==> config.mk <==
export PLATFORM = sky130hd
export DESIGN_NAME = spart_mmio_responder
export DESIGN_NICKNAME = d
export VERILOG_FILES = /design/src/rtl/spart_mmio_responder.sv
export SDC_FILE = /design/constraint.sdc
export NUM_CORES = 1
export LEC_CHECK = 0
export BUFFER_PORTS_ARGS = -buffer_cell sky130_fd_sc_hd__buf_2
export CAP_MARGIN = 30
export CORE_UTILIZATION = 53
export CTS_BUF_LIST = sky130_fd_sc_hd__clkbuf_4
export DETAILED_ROUTE_END_ITERATION = 8
export GPL_ROUTABILITY_DRIVEN = 1
export PLACE_DENSITY = 0.89
export SLEW_MARGIN = 20
export SYNTH_ARGS = -nofsm -noshare
export SYNTH_HDL_FRONTEND = slang
export SYNTH_SLANG_ARGS = --single-unit
==> constraint.sdc <==
create_clock -name clk -period 2.9 [get_ports clk]
set_clock_uncertainty 0.05 [all_clocks]
set_input_delay 0.58 -clock clk [delete_from_list [all_inputs] [get_ports clk]]
set_output_delay 0.58 -clock clk [all_outputs]
set_load 0.03 [all_outputs]
==> src/rtl/spart_mmio_responder.sv <==
// spart_mmio_responder
//   Memory-mapped register front end for a serial port. A single-request
//   initiator reads the RX byte FIFO / writes the TX byte FIFO through the
//   data register and polls flags through the status register.
// Ports
//   clk, rst               clock, synchronous active-high reset
//   mem_valid_data         request valid (held by the initiator)
//   mem_rw_data            1 = write, 0 = read
//   mem_data_addr [27:0]   request address
//   mem_data_wr   [31:0]   write data (only [7:0] used)
//   mem_data_rd   [31:0]   read data, valid with mem_ready_data
//   mem_ready_data         one-cycle completion pulse
//   rx_byte [7:0], rx_strobe  receiver byte + one-cycle strobe
//   tx_byte [7:0], tx_valid, tx_ready  transmitter handshake (TX FIFO head)
// Status register: bit0 TX not full, bit1 RX not empty, bit2 rd_underflow,
//   bit3 wr_overflow, bit4 rx_overrun; bits 4:2 are sticky, cleared on read.
module spart_mmio_responder #(
  parameter int          DEPTH     = 8,
  parameter logic [27:0] DATA_ADDR = 28'h8000000,
  parameter logic [27:0] STAT_ADDR = 28'h8000001
) (
  input  logic        clk,
  input  logic        rst,
  input  logic        mem_valid_data,
  input  logic        mem_rw_data,
  input  logic [27:0] mem_data_addr,
  input  logic [31:0] mem_data_wr,
  output logic [31:0] mem_data_rd,
  output logic        mem_ready_data,
  input  logic [7:0]  rx_byte,
  input  logic        rx_strobe,
  output logic [7:0]  tx_byte,
  output logic        tx_valid,
  input  logic        tx_ready
);

  localparam int AW = $clog2(DEPTH);
  localparam int CW = AW + 1;
  localparam logic [CW-1:0] FULL_CNT = CW'(DEPTH);

  typedef enum logic [1:0] {IDLE, RESP, DRAIN} state_t;

  state_t         r_state;
  logic [31:0]    r_rd_data;
  logic           r_ready;
  logic [7:0]     r_rx_mem [DEPTH];
  logic [7:0]     r_tx_mem [DEPTH];
  logic [AW-1:0]  r_rx_rd, r_rx_wr, r_tx_rd, r_tx_wr;
  logic [CW-1:0]  r_rx_cnt, r_tx_cnt;
  logic           r_rd_unf, r_wr_ovf, r_rx_ovr;

  logic        w_accept, w_is_data, w_is_stat;
  logic        w_rx_empty, w_rx_full, w_tx_empty, w_tx_full;
  logic        w_rx_push, w_rx_pop, w_tx_push, w_tx_pop;
  logic        w_rd_unf, w_wr_ovf, w_rx_ovr, w_stat_rd;
  logic [31:0] w_status, w_result;
  logic        w_unused;

  // Only the low byte of write data reaches the TX FIFO.
  assign w_unused = ^mem_data_wr[31:8];

  assign w_accept  = (r_state == IDLE) && mem_valid_data;
  assign w_is_data = (mem_data_addr == DATA_ADDR);
  assign w_is_stat = (mem_data_addr == STAT_ADDR);

  assign w_rx_empty = (r_rx_cnt == '0);
  assign w_rx_full  = (r_rx_cnt == FULL_CNT);
  assign w_tx_empty = (r_tx_cnt == '0);
  assign w_tx_full  = (r_tx_cnt == FULL_CNT);

  // Full/empty are judged on the pre-edge count: a same-cycle pop never
  // makes room for a push, and an empty TX FIFO never bypasses to tx_byte.
  assign w_rx_push = rx_strobe && !w_rx_full;
  assign w_rx_ovr  = rx_strobe && w_rx_full;
  assign w_rx_pop  = w_accept && !mem_rw_data && w_is_data && !w_rx_empty;
  assign w_rd_unf  = w_accept && !mem_rw_data && w_is_data && w_rx_empty;
  assign w_tx_push = w_accept && mem_rw_data && w_is_data && !w_tx_full;
  assign w_wr_ovf  = w_accept && mem_rw_data && w_is_data && w_tx_full;
  assign w_tx_pop  = !w_tx_empty && tx_ready;
  assign w_stat_rd = w_accept && !mem_rw_data && w_is_stat;

  assign w_status = {27'b0, r_rx_ovr, r_wr_ovf, r_rd_unf, !w_rx_empty, !w_tx_full};

  always_comb begin
    w_result = 32'b0;
    if (!mem_rw_data && w_is_stat)
      w_result = w_status;
    else if (w_rx_pop)
      w_result = {24'b0, r_rx_mem[r_rx_rd]};
  end

  assign mem_data_rd    = r_rd_data;
  assign mem_ready_data = r_ready;
  assign tx_valid       = !w_tx_empty;
  assign tx_byte        = w_tx_empty ? 8'h00 : r_tx_mem[r_tx_rd];

  // Bus handshake FSM
  always_ff @(posedge clk) begin
    if (rst) begin
      r_state   <= IDLE;
      r_ready   <= 1'b0;
      r_rd_data <= 32'b0;
    end else begin
      case (r_state)
        IDLE: begin
          r_ready   <= 1'b0;
          r_rd_data <= 32'b0;
          if (mem_valid_data) begin
            r_ready   <= 1'b1;
            r_rd_data <= w_result;
            r_state   <= RESP;
          end
        end
        RESP: begin
          r_ready   <= 1'b0;
          r_rd_data <= 32'b0;
          r_state   <= DRAIN;
        end
        DRAIN: begin
          r_ready   <= 1'b0;
          r_rd_data <= 32'b0;
          // Wait for the initiator to drop valid so a held request is not re-serviced.
          if (!mem_valid_data) r_state <= IDLE;
        end
        default: r_state <= IDLE;
      endcase
    end
  end

  // FIFO pointers, counts and sticky flags
  always_ff @(posedge clk) begin
    if (rst) begin
      r_rx_rd  <= '0;
      r_rx_wr  <= '0;
      r_rx_cnt <= '0;
      r_tx_rd  <= '0;
      r_tx_wr  <= '0;
      r_tx_cnt <= '0;
      r_rd_unf <= 1'b0;
      r_wr_ovf <= 1'b0;
      r_rx_ovr <= 1'b0;
    end else begin
      if (w_rx_push) r_rx_wr <= r_rx_wr + 1'b1;
      if (w_rx_pop)  r_rx_rd <= r_rx_rd + 1'b1;
      case ({w_rx_push, w_rx_pop})
        2'b10:   r_rx_cnt <= r_rx_cnt + 1'b1;
        2'b01:   r_rx_cnt <= r_rx_cnt - 1'b1;
        default: r_rx_cnt <= r_rx_cnt;
      endcase
      if (w_tx_push) r_tx_wr <= r_tx_wr + 1'b1;
      if (w_tx_pop)  r_tx_rd <= r_tx_rd + 1'b1;
      case ({w_tx_push, w_tx_pop})
        2'b10:   r_tx_cnt <= r_tx_cnt + 1'b1;
        2'b01:   r_tx_cnt <= r_tx_cnt - 1'b1;
        default: r_tx_cnt <= r_tx_cnt;
      endcase
      // A status read clears the flags it captured; an event on that edge wins.
      r_rd_unf <= (r_rd_unf && !w_stat_rd) || w_rd_unf;
      r_wr_ovf <= (r_wr_ovf && !w_stat_rd) || w_wr_ovf;
      r_rx_ovr <= (r_rx_ovr && !w_stat_rd) || w_rx_ovr;
    end
  end

  // FIFO storage (data only, no reset)
  always_ff @(posedge clk) begin
    if (!rst && w_rx_push) r_rx_mem[r_rx_wr] <= rx_byte;
    if (!rst && w_tx_push) r_tx_mem[r_tx_wr] <= mem_data_wr[7:0];
  end

endmodule

* Yosys cells after proc, flatten, opt, wreduce, memory -nomap -nowiden
Memory sizes are Yosys's and may differ from the RTL's. A register that Yosys moved wholly into a read port is not among the register bits. Index checks and enable logic that the tools add are counted. Widths: inputs -> output; s select.
Storage, ports and cells: register bits after elaboration 58, bits of input ports 74, output and inout port bits 42, memories kept 2, logic and storage cells 91, memory bits (writable) 128
Cells by class: reduce and logical (&&, ||, !) cells 37, equal/unequal tests 12, add/subtract/negate cells 8, mux-type cells 20
Memory list:
- r_rx_mem | depth 8, width 8, read ports 1, clocked after memory_dff 1, write ports 1, line 46 | logic [7:0] r_rx_mem [DEPTH];
- r_tx_mem | depth 8, width 8, read ports 1, clocked after memory_dff 1, write ports 1, line 47 | logic [7:0] r_tx_mem [DEPTH];
Operators by type and width (count):
- $pmux 32 s2 | 1
- $eq 28x28->1 const B | 2
- $mux 32 | 1
- $mux 8 | 3
- $logic_and 1x1->1 | 19
- $pmux 4 s2 | 2
- $add 3x1->3 const B | 4
- $mux 3 | 4
- $add 4x1->4 const B | 2
- $eq 4x4->1 const B | 2
- $logic_not 4->1 | 2
- $sub 4x1->4 const B | 2
- $logic_not 1->1 | 7
- $eq 2x1->1 const B | 3
- $eq 2x2->1 const B | 3
- $pmux 2 s3 | 1
- $reduce_bool 2->1 | 3
- $mux 1 | 5
- $mux 2 | 2
- $ne 2x2->1 const B | 2
- $logic_or 1x1->1 | 3
- $logic_not 2->1 | 1
- $pmux 1 s2 | 1
- $reduce_and 2->1 | 1
- $reduce_or 2->1 | 1

* Longest topological paths before layout
Gate-level depths: netlist of the first run.
depth in word-level cells 9, mapped depth 14, mapped depth without buffers 13

* Least setup slack after synthesis of the first run
No wires, ideal clock.
kind input -> register, from in mem_data_addr[6], to reg r_tx_cnt[2], data required time 2.735 ns, setup slack 0.041 ns, buffers on the path 1, library setup time 0.115 ns, stages 12, arrival time 2.695 ns, cells stage by stage nor4_1 and4_1 nand3_2 ha_1 clkbuf_1 xor2_1 ha_1 a21oi_1 mux2i_1 nor2b_1 a211oi_1 o21a_1
On the way: word-level cells in the longest chain between the ends 5, elaborated cells between the ends (all ways) 7, those cells by class eq/ne: 3; mux: 1; reduce/logical: 3
Ends and longest elaborated chain:
- from (decl) | line 26 | input logic [27:0] mem_data_addr,
- $eq 28x28->1 (*) | line 63 | assign w_is_data = (mem_data_addr == DATA_ADDR);
- $logic_and 1x1->1 (*) (2 in a row) | line 77 | assign w_tx_push = w_accept && mem_rw_data && w_is_data && !w_tx_full;
- $eq 2x1->1 or $eq 2x2->1 (tied branches) | line 152 | case ({w_tx_push, w_tx_pop})
- $pmux 4 s2 or $reduce_bool 2->1 (tied branches)
- to (signal assigned) | line 153 | 2'b10: r_tx_cnt <= r_tx_cnt + 1'b1;
- to (signal assigned) | line 154 | 2'b01: r_tx_cnt <= r_tx_cnt - 1'b1;
- to (signal assigned) | line 155 | default: r_tx_cnt <= r_tx_cnt;
- to (decl) | line 49 | logic [CW-1:0] r_rx_cnt, r_tx_cnt;
Every way passes the cells marked *; elsewhere a longest branch is shown, timed or not. A chain may end at the register's enable or synchronous reset.

* Worst setup path in the final report of the first run
from reg r_state[1], to reg r_rx_cnt[3]
On the way: word-level cells in the longest chain between the ends 7, elaborated cells between the ends (all ways) 9, those cells by class eq/ne: 2; mux: 1; reduce/logical: 6
Ends and longest elaborated chain:
- from (decl) | line 43 | state_t r_state;
- from (signal assigned) | line 100 | r_state <= IDLE;
- from (signal assigned) | line 111 | r_state <= RESP;
- from (signal assigned) | line 117 | r_state <= DRAIN;
- $logic_not 2->1 (*) | line 62 | assign w_accept = (r_state == IDLE) && mem_valid_data;
- $logic_and 1x1->1 (*) | line 62
- $logic_and 1x1->1 (*) (3 in a row) | line 75 | assign w_rx_pop = w_accept && !mem_rw_data && w_is_data && !w_rx_empty;
- $eq 2x1->1 or $eq 2x2->1 (tied branches) | line 145 | case ({w_rx_push, w_rx_pop})
- $pmux 4 s2 or $reduce_bool 2->1 (tied branches)
- to (signal assigned) | line 146 | 2'b10: r_rx_cnt <= r_rx_cnt + 1'b1;
- to (signal assigned) | line 147 | 2'b01: r_rx_cnt <= r_rx_cnt - 1'b1;
- to (signal assigned) | line 148 | default: r_rx_cnt <= r_rx_cnt;
- to (decl) | line 49
Marked as above.

==> results of run 1 <==
cells in the mapped netlist (2+ instances only):
library cell | number | area, sq um
nand4_1 | 4 | 25.0
a31oi_1 | 2 | 12.5
buf_1 | 3 | 11.3
buf_2 | 6 | 30.0
dfxtp_1 | 40 | 801
or3_1 | 3 | 18.8
nand2b_1 | 7 | 43.8
nor4_4 | 3 | 63.8
nor3_1 | 6 | 30.0
a32oi_1 | 3 | 26.3
or3b_2 | 2 | 17.5
xnor2_1 | 4 | 35.0
clkbuf_1 | 9 | 33.8
xor2_1 | 9 | 78.8
nand3_1 | 4 | 20.0
edfxtp_1 | 128 | 3840
nor4b_1 | 2 | 17.5
inv_1 | 7 | 26.3
a211oi_1 | 5 | 37.5
nor4_1 | 8 | 50.1
buf_4 | 27 | 203
nand2_1 | 19 | 71.3
o21ai_0 | 5 | 25.0
mux2i_1 | 15 | 150
nor2b_1 | 3 | 18.8
nor3b_1 | 4 | 30.0
or4_1 | 2 | 15.0
mux4_2 | 32 | 721
a21oi_1 | 22 | 110
nand4b_1 | 2 | 17.5
ha_1 | 14 | 175
nand3b_1 | 3 | 22.5
mux2_2 | 8 | 90.1
and2_1 | 2 | 12.5
nor2_1 | 43 | 161
worst max-delay path, stage by stage, from the launching register on:
cell      delay (ps)
dfxtp_1          350
inv_1            120
ha_2             220
nand2_1           70
or3_1            360
nor3_4           250
buf_4            210
ha_2             230
nand2b_1          70
a211oi_1         270
o21bai_1         140
xnor2_1          200
nor2_1            70
through the flow:
step / power, uW / cells / instance area [sq um]
2_1_floorplan: 2870 / 502 / 7360
3_3_place_gp: 2940 / 737 / 7920
3_5_place_dp: 2960 / 737 / 7920
4_1_cts: 4130 / 769 / 8160
5_1_grt: 4270 / 770 / 8180
6_report: 4110 / 770 / 8180
what timing repair did:
| item | 4_1_cts | 5_1_grt |
|---|---|---|
| setup buffers | 0 | 0 |
| resized for setup | 0 | 6 |
| endpoints found under the setup margin | 0 | 8 |
worst paths after layout:
kind,slack (ps),depth (start not counted),start,endpoint
setup / recovery,170,12,r_state[1],r_rx_cnt[3]
hold / removal,260,1,rx_byte[0],r_rx_mem[7][0]
setup reg to reg,170,12,r_state[1],r_rx_cnt[3]
hold reg to reg,410,2,mem_ready_data,mem_ready_data
sequential cells by signal, summed over array words and instances (netlist names), named ones only:
signal / count
r_rx_cnt: 4
r_rx_wr: 3
r_tx_cnt: 4
mem_data_rd: 8
r_tx_mem: 64
r_wr_ovf: 1
mem_ready_data: 1
r_rx_mem: 64
r_rx_rd: 3
r_rx_ovr: 1
r_tx_rd: 3
r_rd_unf: 1
r_tx_wr: 3
r_state: 2
power by group through the flow:
stage                     combinational [uW]  sequential, uW  clock, uW
after detailed placement                 272            2680          0
after CTS                                274            2630       1220
final                                    281            2630       1190
after floorplan                          193            2680          0
after global routing                     311            2630       1320
after global placement                   256            2680          0
area by class of cell:
| type | instances | area [sq um] |
|---|---|---|
| Clock buffer | 22 | 165 |
| Multi-Input combinational cell | 281 | 2410 |
| Fill cell | 971 | 5110 |
| Clock inverter | 10 | 80.1 |
| Tap cell | 176 | 220 |
| Sequential cell | 168 | 4640 |
| Timing Repair Buffer | 106 | 633 |
| Inverter | 7 | 26.3 |
cells by family after synthesis:
family | Yosys count | share of synthesized area
AO/OA/AOI/OAI | 45 | 0.0390
XOR/XNOR | 13 | 0.0157
adder cells (fa/ha/maj) | 14 | 0.0241
buffers and inverters | 53 | 0.0425
flip-flops | 168 | 0.638
multiplexers | 56 | 0.134
other | 1 | 0.000516
AND/OR/NAND/NOR | 129 | 0.106
per-layer routing:
layer / share of wire / GRT usage / vias up
met5: 0 / 0 / -
met4: 0.016 / 0.0839 / 0
met3: 0.042 / 0.0493 / 22
met2: 0.54 / 0.371 / 123
met1: 0.40 / 0.233 / 2149
li1: - / - / 2002
==> impl_results.md, run 1 <==
* Fin. Hold Viols at 0
* Clk_lat worst skew at 540 ps
* Final worst slack at 168 ps
* Sw Ratio at 0.228
* Row Count at 42
* Largest net degree at the start of global routing at 27
* Root Driver: clkbuf_4
* FFs w/ async S/R, synth at 0
* Placer Congestion at 0.834
* Endpoint class of the critical path: flip-flop
* Routed vias/inst at 5.58
* Predominant post-synthesis flop cell: edfxtp_1
* Status: finished, final reports clean
* Clock sinks at 168
* Drt initial violations at 358
* # DRC at 0
* WP data arrival at 3100 ps
* Combinational power share at 0.069
* EDFF count, synth at 128
* Switch Pwr at 935 uW
* Synthesis-to-finish area growth at 12.5%
* Max-slew violations at 0
* Final wirelength at 13,800 um
* I/O pins at 116
* Setup WS pre-CTS at 13.9 ps
* Die Y at 119 um
* Crit path max fanout at 9
* Dpl hpwl at 9900 um
* Crit Path Class: reg2reg
* Netlist cell types at 58
* Yosys Warn Count at 0
* Via Count at 4,296
* CTS tree: yes
* Worst Hold Class: in2reg
* LEAKAGE at 0.00292 uW
* Core box area at 13,300 sq um
* Vias in the first global route at 4,328
* Syn avg cell area at 15.2 sq um
* Pre-antenna DRT Iters at 6
* Slew headroom at 0.471
* Antenna diodes at 0
* Total CTS buffers at 17
* PortBufs at 67
* Commonest non-fill, non-tap cells in the layout: edfxtp_1 (128), buf_2 (67), nor2_1 (43), dfxtp_1 (40), buf_4 (37)
* Final count of negative-setup-slack endpoints at 0
* Share of cells above drive strength 1 at 0.332
* WHS at 262 ps
* Die X at 119 um
* Routed Antenna Nets at 0
* Clock Tree Buf Depth at 2
* Die area at 14,200 sq um
* Pwr/cell area at 502 nW/um^2
* Syn Std Cell Area at 7270 sq um
* TNS Setup at 0 ps
* Hold_buf cts at 0
* Final period util at 0.942
* Max frequency at 366 MHz
* Number of synthesized register bits at 168
* Global-route wire length before repair at 21,800 um
* Nets at 669
* Req. time, crit path at 3260 ps
* Wire length per cell at 18.0 um
* Maxcap violations at 0
* Mapped Cells at 479
* Total grt overflow at 0
* Clk slew on worst S/H paths at 120 ps
* Fin crit period at 2730 ps
* Commonest non-fill, non-tap cell in the layout: edfxtp_1
* Finished Core Util at 0.616
* H-Tree Depth at 4
* Clock power share at 0.291
* GRT Resource Usage Total at 0.206
* Worst-Margin Slew at 785 ps
* Peak VDD IR at 0.432 mV
* Initial antenna violation count at 0
* Sequential share of power at 0.641
* Initial Util at 0.547
* Startpoint Class: flip-flop
* Internal power at 3170 uW
* Sequential share of the synthesized area at 0.638
No activity file was read; power rests on OpenSTA's default activity.
==> run 2: changes to the inputs <==
--- a/config.mk
+++ b/config.mk
@@ -12,6 +12,7 @@
 export DETAILED_ROUTE_END_ITERATION = 8
 export GPL_ROUTABILITY_DRIVEN = 1
 export PLACE_DENSITY = 0.89
+export RECOVER_POWER = 100
 export SLEW_MARGIN = 20
 export SYNTH_ARGS = -nofsm -noshare
 export SYNTH_HDL_FRONTEND = slang
==> run 2 against run 1 <==
Compared with the run above: via count about the same; total power about the same; flip-flop and latch count unchanged; die area unchanged; setup slack worse by 9.1 ps; register-to-register slack about the same; fmax down 0.33%; highest routed layer unchanged.
==> impl_results.md, run 2 (synthesized netlist as in run 1, its figures left out) <==
* Total CTS buffers at 17 (unchanged)
* Via Count at 4,292 (-0.093%)
* Die X at 119 um (unchanged)
* Wire length per cell at 18.0 um (about the same)
* Worst reg2reg path depth at 12 (unchanged)
* WHS at 296 ps (+33.7 ps)
* Worst reg2reg path endpoint: r_rx_cnt[3]
* Antenna diodes at 0 (unchanged)
* Worst Hold Class: in2reg
* LEAKAGE at 0.00288 uW (-1.5%)
* Startpoint Class: flip-flop
* Dpl hpwl at 9900 um (unchanged)
* Critical Path End: r_rx_cnt[3]
* Synthesis-to-finish area growth at 12.2%
* Finished Core Util at 0.614 (-0.00151)
* Clk slew on worst S/H paths at 120 ps (about the same)
* Fin crit period at 2740 ps (+9.07 ps)
* Req. time, crit path at 3270 ps (about the same)
* Status: finished, final reports clean
* Drt initial violations at 360 (+0.56%)
* Final period util at 0.945 (+0.00313)
* Nets at 669 (unchanged)
* PortBufs at 67 (unchanged)
* Die Y at 119 um (unchanged)
* Initial Util at 0.547 (unchanged)
* Post-CTS setup buffers at 0 (unchanged)
* Row Count at 42 (unchanged)
* Worst Setup SP: r_state[1]
* Final worst slack at 159 ps (-9.07 ps)
* Commonest non-fill, non-tap cells in the layout: edfxtp_1 (128), buf_2 (51), nor2_1 (43), dfxtp_1 (40), buf_4 (37)
* Routed Antenna Nets at 0 (unchanged)
* Pre-antenna DRT Iters at 5 (-1)
* CTS resizes at 0 (unchanged)
* Worst-Margin Slew at 790 ps (+5.06 ps)
* Peak VDD IR at 0.432 mV (-0.13%)
* Final count of negative-setup-slack endpoints at 0 (unchanged)
* Power after layout at 4100 uW (about the same)
* Fin. Hold Viols at 0 (unchanged)
* Total grt overflow at 0 (unchanged)
* WP data arrival at 3110 ps (about the same)
* Max-slew violations at 0 (unchanged)
* CTS tree: yes
* Placer Congestion at 0.834 (unchanged)
* GRT Resource Usage Total at 0.206 (unchanged)
* Initial antenna violation count at 0 (unchanged)
* Worst r2r src: r_state[1]
* Max frequency at 365 MHz (-0.33%)
* Hold_buf cts at 0 (unchanged)
* Share of cells above drive strength 1 at 0.305 (-0.0269)
* Routed vias/inst at 5.57 (about the same)
* I/O pins at 116 (unchanged)
* Global-route wire length before repair at 21,800 um (unchanged)
* Slew headroom at 0.468 (-0.00341)
* Clock Tree Buf Depth at 2 (unchanged)
* Worst reg2reg setup slack at 160 ps (about the same)
* Setup WS pre-CTS at 13.9 ps (unchanged)
* H-Tree Depth at 4 (unchanged)
* Vias in the first global route at 4,328 (unchanged)
* Endpoint class of the critical path: flip-flop
* Maxcap violations at 0 (unchanged)
* Final wirelength at 13,800 um (about the same)
* Root Driver: clkbuf_4
* # DRC at 0 (unchanged)
* Clk_lat worst skew at 540 ps (about the same)
* Die area at 14,200 sq um (unchanged)
* Pwr/cell area at 503 nW/um^2 (+0.17%)
* Crit path max fanout at 9 (unchanged)
* Commonest non-fill, non-tap cell in the layout: edfxtp_1
* Largest net degree at the start of global routing at 27 (unchanged)
* Clock sinks at 168 (unchanged)
* Crit Path Class: reg2reg
* Core box area at 13,300 sq um (unchanged)
-- run 2: cell count changes in the layout (fill, tap and decap cells not counted) --
cell,previous run,this run
buf_2,67,51
clkbuf_1,0,16
-- run 2: area by class of cell --
| class | instances | area, sq um |
|---|---|---|
| fillers | 981 | 5130 |
| flip-flops and latches | 168 | 4640 |
| multi-input cells | 281 | 2410 |
| repair buffers | 106 | 613 |
| well taps | 176 | 220 |
| clock buffers | 22 | 165 |
| clock inverters | 10 | 80.1 |
| inverters | 7 | 26.3 |
-- run 2: report_power, final --
| group | switching [uW] | internal (uW) |
|---|---|---|
| Sequential | 21.2 | 2610 |
| Clock | 731 | 463 |
| Combinational | 184 | 94.5 |
| Total | 936 | 3170 |
-- run 2: through the flow --
step                      TNS [ps]  cells  cell area (sq um)
after global placement           0    737               7920
after CTS                        0    769               8160
after floorplan                  0    502               7360
final                            0    770               8160
after detailed placement         0    737               7920
after global routing        -0.574    770               8160
-- run 2: how the worst min path moves through the flow --
stage,start,end,cells past startpoint
global route,rx_strobe,r_rx_ovr,3
finish,rx_strobe,r_rx_ovr,3
detailed placement,mem_ready_data,mem_ready_data,2
floorplan,r_wr_ovf,r_wr_ovf,2
global placement,mem_ready_data,mem_ready_data,2
CTS,mem_data_wr[5],r_tx_mem[4][5],1
-- run 2: metal layers --
layer | up-vias | part of all wire | GRT usage
li1 | 2002 | - | -
met1 | 2136 | 0.40 | 0.233
met2 | 132 | 0.54 | 0.371
met3 | 22 | 0.045 | 0.0493
met4 | 0 | 0.016 | 0.0839
met5 | - | 0 | 0
-- run 2: critical path, stage by stage (launching register included) --
cell      delay (ps)
dfxtp_1          350
inv_1            120
ha_2             220
nand2_1           70
or3_1            360
nor3_4           250
buf_4            210
ha_2             240
nand2b_1          70
a211oi_1         280
o21bai_1         140
xnor2_1          200
nor2_1            70
